$ cat src/rtl/zbuffer_clear.sv
// Z-buffer initialisation engine: owns RAM port A, fills every cell with the
// far-plane value on request and otherwise forwards depth-test writes.
module zbuffer_clear #(
    parameter int                   WIDTH          = 320,
    parameter int                   HEIGHT         = 240,
    parameter int                   DEPTH_W        = 8,
    parameter int                   ADDR_W         = 20,
    parameter logic [DEPTH_W-1:0]   CLEAR_VAL      = 8'hFF,
    parameter bit                   CLEAR_ON_RESET = 1'b1
) (
    input  logic               s_axi_aclk,
    input  logic               s_axi_aresetn,
    input  logic               clear_start,
    output logic               clear_busy,
    output logic               clear_done,
    input  logic               up_we,
    input  logic [ADDR_W-1:0]  up_addr,
    input  logic [DEPTH_W-1:0] up_din,
    output logic               up_stall,
    output logic               mem_ena,
    output logic [3:0]         mem_wea,
    output logic [ADDR_W-1:0]  mem_addra,
    output logic [DEPTH_W-1:0] mem_dina
);

    localparam int CELLS = WIDTH * HEIGHT;
    localparam int CNT_W = (CELLS > 1) ? $clog2(CELLS) : 1;
    localparam logic [CNT_W-1:0] LAST = CNT_W'(CELLS - 1);

    typedef enum logic [1:0] {
        ST_IDLE  = 2'd0,
        ST_CLEAR = 2'd1,
        ST_DONE  = 2'd2
    } state_t;

    state_t           state_q, state_d;
    logic [CNT_W-1:0] cnt_q, cnt_d;
    logic             init_pending_q, init_pending_d;
    logic             clear_done_q, clear_done_d;

    // State register
    always_ff @(posedge s_axi_aclk or negedge s_axi_aresetn) begin
        if (!s_axi_aresetn) begin
            state_q        <= ST_IDLE;
            cnt_q          <= '0;
            init_pending_q <= CLEAR_ON_RESET;
            clear_done_q   <= 1'b0;
        end else begin
            state_q        <= state_d;
            cnt_q          <= cnt_d;
            init_pending_q <= init_pending_d;
            clear_done_q   <= clear_done_d;
        end
    end

    // Next-state logic; a request seen while clearing is dropped, not queued.
    always_comb begin
        state_d        = state_q;
        cnt_d          = cnt_q;
        init_pending_d = init_pending_q;
        clear_done_d   = 1'b0;
        unique case (state_q)
            ST_IDLE: begin
                if (clear_start || init_pending_q) begin
                    state_d        = ST_CLEAR;
                    cnt_d          = '0;
                    init_pending_d = 1'b0;
                end
            end
            ST_CLEAR: begin
                if (cnt_q == LAST) begin
                    state_d      = ST_DONE;
                    clear_done_d = 1'b1;
                end else begin
                    cnt_d = cnt_q + CNT_W'(1);
                end
            end
            ST_DONE: begin
                if (clear_start) begin
                    state_d        = ST_CLEAR;
                    cnt_d          = '0;
                    init_pending_d = 1'b0;
                end else begin
                    state_d = ST_IDLE;
                end
            end
            default: begin
                state_d = ST_IDLE;
                cnt_d   = '0;
            end
        endcase
    end

    // Output logic: the port mux depends only on state, so pass-through is same-cycle.
    always_comb begin
        clear_busy = (state_q == ST_CLEAR);
        up_stall   = clear_busy;
        clear_done = clear_done_q;
        mem_ena    = 1'b1;
        if (clear_busy) begin
            mem_wea   = 4'hF;
            mem_addra = ADDR_W'(cnt_q);
            mem_dina  = CLEAR_VAL;
        end else begin
            mem_wea   = {4{up_we}};
            mem_addra = up_addr;
            mem_dina  = up_din;
        end
    end

endmodule

$ cat config.mk
export PLATFORM = sky130hd
export DESIGN_NAME = zbuffer_clear
export DESIGN_NICKNAME = d
export VERILOG_FILES = /design/src/rtl/zbuffer_clear.sv
export SDC_FILE = /design/constraint.sdc
export NUM_CORES = 1
export LEC_CHECK = 0
export CORE_UTILIZATION = 45
export CTS_BUF_LIST = sky130_fd_sc_hd__clkbuf_2
export DETAILED_ROUTE_END_ITERATION = 10
export PLACE_DENSITY = 0.88
export SYNTH_ARGS = -nofsm -noshare
export SYNTH_HDL_FRONTEND = slang
export SYNTH_SLANG_ARGS = --single-unit
$ cat constraint.sdc
create_clock -name s_axi_aclk -period 3.7 [get_ports s_axi_aclk]
set_input_delay 0.74 -clock s_axi_aclk [delete_from_list [all_inputs] [get_ports s_axi_aclk]]
set_output_delay 0.74 -clock s_axi_aclk [all_outputs]
set_load 0.05 [all_outputs]
# Word-level counts from Yosys, hierarchy flattened
# Cells that the tools add are included.
op_classes:
  add_sub_neg: 1
  n_mul: 0
  div_mod_pow: 0
  order_cmp: 0
  eq_ne: 7
  n_shift: 0
  mux: 16
  bitwise: 0
  reduce_logical: 6
ops:
  columns: ["op", "count"]
  rows:
  - ["$mux W17", 3]
  - ["$pmux W17 S3", 1]
  - ["$mux W20", 1]
  - ["$add A17 B1 Y17 const B", 1]
  - ["$eq A17 B17 Y1 const B", 1]
  - ["$mux W8", 1]
  - ["$ne A2 B2 Y1 const B", 3]
  - ["$pmux W2 S3", 1]
  - ["$reduce_and A3 Y1", 2]
  - ["$mux W1", 5]
  - ["$mux W2", 2]
  - ["$mux W4", 1]
  - ["$eq A2 B1 Y1 const B", 1]
  - ["$eq A2 B2 Y1 const B", 1]
  - ["$logic_not A2 Y1", 1]
  - ["$ne A2 B1 Y1 const B", 1]
  - ["$pmux W1 S2", 1]
  - ["$reduce_and A2 Y1", 1]
  - ["$reduce_bool A2 Y1", 1]
  - ["$logic_or A1 B1 Y1", 1]
totals:
  ff_bits: 21
  latch_bits: 0
  mem_bits_rw: 0
  mem_bits_ro: 0
  out_inout_bits: 36
  memories: 0

# Depth between registers and ports, before layout
logic_depth:
  ltp_word: 3
  ltp_mapped: 6
  ltp_nobuf: 5

# Least setup slack after synthesis
# No wires, ideal clock.
synth_path:
  path_type: "register -> output"
  start: "register state_q[1]"
  end: "output port mem_addra[0]"
  arrival_time_ps: 1946
  t_required_ps: 2960
  slack_ps: 1014
  path_stages_with_launch: 7
  path_buffers: 2
  path_cell_list: "dfrtp_1 > nand2b_1 > inv_1 > buf_2 > buf_1 > nand2_1 > nand2_1"
synth_between:
  elab_chain_len: 2
synth_lines:
  columns: ["element", "line", "source"]
  rows:
  - ["from (decl)", "36", "state_t state_q, state_d;"]
  - ["from (signal assigned)", "49", "state_q <= state_d;"]
  - ["$eq A2 B1 Y1", "96", "clear_busy = (state_q == ST_CLEAR);"]
  - ["via clear_busy", "14", "output logic clear_busy,"]
  - ["$mux W20", "100", "if (clear_busy) begin"]
  - ["to (decl)", "22", "output logic [ADDR_W-1:0] mem_addra,"]
# The timed path passes the listed nets, and every way through them passes these cells.

# Final worst setup path
layout_path:
  start: "input port up_we"
  end: "output port mem_wea[3]"
layout_between:
  elab_chain_len: 1
layout_lines:
  columns: ["element", "line", "source"]
  rows:
  - ["from (decl)", "16", "input logic up_we,"]
  - ["$mux W4", "100", null]
  - ["to (decl)", "21", "output logic [3:0] mem_wea,"]
# Every way passes these cells.

==> qor.yml <==
status:
  status: "completed"
synth:
  synthCells: 194
  synthMuxAreaShare_pct: 0.655
  synth_fa_ha_area_share_pct: 0.818
  synth-seq-area-share_pct: 34.5
  synth.net_count: 227
  syn_avg_cell_area_um2: 7.88
  synth_compound_area_share_pct: 16.0
  synth_most_common_cell: "nand2_1"
  synth.distinct_cells: 46
  synth_top_area_share_pct: 32.7
  synth_common_cells: "nand2_1 (56), dfrtp_1 (20), nand2b_1 (11)"
  yosys_warnings: 0
  synth_top_family_by_area: "simple AND/OR/NAND/NOR gates"
  synth-xor-area-share_pct: 0
  synth.area.top_cells: "dfrtp_1 (33%), nand2_1 (14%), a211o_1 (4.6%)"
  syn_area_um2: 1530
  synth_seq_cells: 21
  synth-edff-count: 0
  yosysTopAreaCell: "dfrtp_1"
  synthArstFlopShare_pct: 100
  synth-simple-area-share_pct: 40.0
  ys.flop_type: "dfrtp_1"
drt:
  drt_iter0_drc: 69
  route.final.wire_length_um: 3950
  num_vias: 1606
  drc: 0
  wire_per_inst_um: 13.4
  via_per_inst: 5.46
  drt_pre_antenna_iters: 5
  antenna_left: 0
finish:
  fillers: 271
  insertedDiodeCount: 0
  area_growth_pct: 39.9
  drive_above_1_share_pct: 14.4
  nNetsFinal: 284
placement:
  hpwl_um: 2890
  place_congestion: 0.891
  port_buffers: 66
power:
  power.density_nw_per_um2: 175
  p_leak_uw: 0.000981
  ir_drop_v: 0.000243
  total_power_uw: 374
setup_path:
  cp-start-kind: "primary input"
  worstPathRequired_ps: 2960
  crit_type: "in -> out"
  r2r_setup_slack_ps: 1750
  reg2reg_from: "cnt_q[1]$_DFFE_PN0P_"
  cp_max_fo: 4
  r2r_end: "cnt_q[9]$_DFFE_PN0P_"
  cp.arrival_ps: 2170
  cp-startpoint: "up_we"
  end_kind: "output port"
  endpoint: "mem_wea[3]"
  reg2regPathDepth: 5
global_route:
  grt.total_usage_pct: 22.8
  grt_pass1_wl_um: 6220
  grt_pass1_vias: 1390
  gr-total-overflow: 0
  grt_max_degree: 26
  antenna_found_initial: 0
die:
  core_area_um2: 3130
  core.rowCount: 20
  initial_core_util_pct: 48.9
  ios: 68
  die_w_um: 60.3
  die_h_um: 60.3
  dieArea_um2: 3630
timing:
  min_period_over_period_pct: 78.6
  slew_headroom_pct: 35.6
  maxSlewViolCount: 0
  setup_viol: 0
  worstMarginPinSlew_ps: 963
  finalHoldViolCount: 0
  rsz0062_at_grt: "no"
  fin_crit_ps: 2910
  setup_tns_ps: 0
  worst_clock_skew_ps: 13.2
  timing.fmax_mhz: 344
cts:
  post_cts_buffers: 0
  clkTransAtPathRegs_ps: 190
  cts_tree: "yes"
  numCtsBuffers: 3
  clock_path_buffers: 2
  clock_sinks: 21
  htreeDepth: 1
  hold_buffers: 0
  clk_root_buffer_cell: "clkbuf_2"
  postCtsResizedCells: 0
  clk_latency_ps: 340
min_path:
  hp-class: "reg -> reg"
job:
  maxCapViolCount: 0
[placed cells by master (no fill, tap or decap), types with 5 or more instances in the layout]
cell type        count
a211o_1              8
a21oi_1              5
and2_1               5
and3_1               5
buf_4               22
clkdlybuf4s50_1     47
dfrtp_1             20
inv_1                5
nand2_1             56
nand2b_1            11
nand4_1              6
nor2_1              10
nor3_1               8
[registers in the layout (all words and copies together) (netlist names)]
name            count
state_q             2
init_pending_q      1
cnt_q              17
clear_done          1
[worst min path at each step]
stage | cells after the start | end | slack, ps | from
finish | 1 | init_pending_q$_DFFE_PN1P_ | 480 | init_pending_q$_DFFE_PN1P_
global route | 1 | init_pending_q$_DFFE_PN1P_ | 500 | init_pending_q$_DFFE_PN1P_
CTS | 1 | init_pending_q$_DFFE_PN1P_ | 480 | init_pending_q$_DFFE_PN1P_
detailed placement | 1 | init_pending_q$_DFFE_PN1P_ | 460 | init_pending_q$_DFFE_PN1P_
global placement | 1 | init_pending_q$_DFFE_PN1P_ | 460 | init_pending_q$_DFFE_PN1P_
floorplan | 0 | clear_done$_DFF_PN0_ | 440 | s_axi_aresetn
[final cells by class]
| type | instances | area (um2) | share of cell area [%] |
|---|---|---|---|
| Sequential cell | 21 | 527 | 24.6 |
| Tap cell | 44 | 55.1 | 2.57 |
| Multi-Input combinational cell | 151 | 882 | 41.3 |
| Clock buffer | 4 | 20.0 | 0.936 |
| Inverter | 5 | 18.8 | 0.878 |
| Timing Repair Buffer | 69 | 636 | 29.7 |
[critical path, cell delays in order]
cell and delay, ps:
clkdlybuf4s50_1 450, nand2b_1 150, clkdlybuf4s50_1 820
[layer usage]
layer | vias up | global-route usage, % | share of wire (%)
met2 | 63 | 37.0 | 49
met5 | - | 0 | 0
met4 | 0 | 3.65 | 0.33
li1 | 786 | - | -
met1 | 755 | 31.3 | 45
met3 | 2 | 5.19 | 6.1
[report_power, final]
part	switching (uW)	leakage [uW]	total [uW]	internal [uW]
logic	10.5	0.000711	40.3	29.8
clock network	74.6	0.0000166	103	28.6
registers	0	0.000254	230	230
[per-stage QoR]
stage	utilization [%]	std cells	area, um2	worst slack, ps	hold slack [ps]
after floorplan	-	194	1530	1010	444
after global placement	67.7	290	2120	811	457
after detailed placement	67.7	290	2120	801	460
after CTS	68.4	294	2140	790	483
after global routing	68.4	294	2140	612	499
final	68.4	294	2140	792	480
[logic make-up after synthesis]
group           count (synthesis)
compound gates                 32
fa+ha+maj                       1
buf+inv                        22
flops                          21
mux                             1
other cells                     1
simple gates                  116
Power figures use the tool's default switching activity.
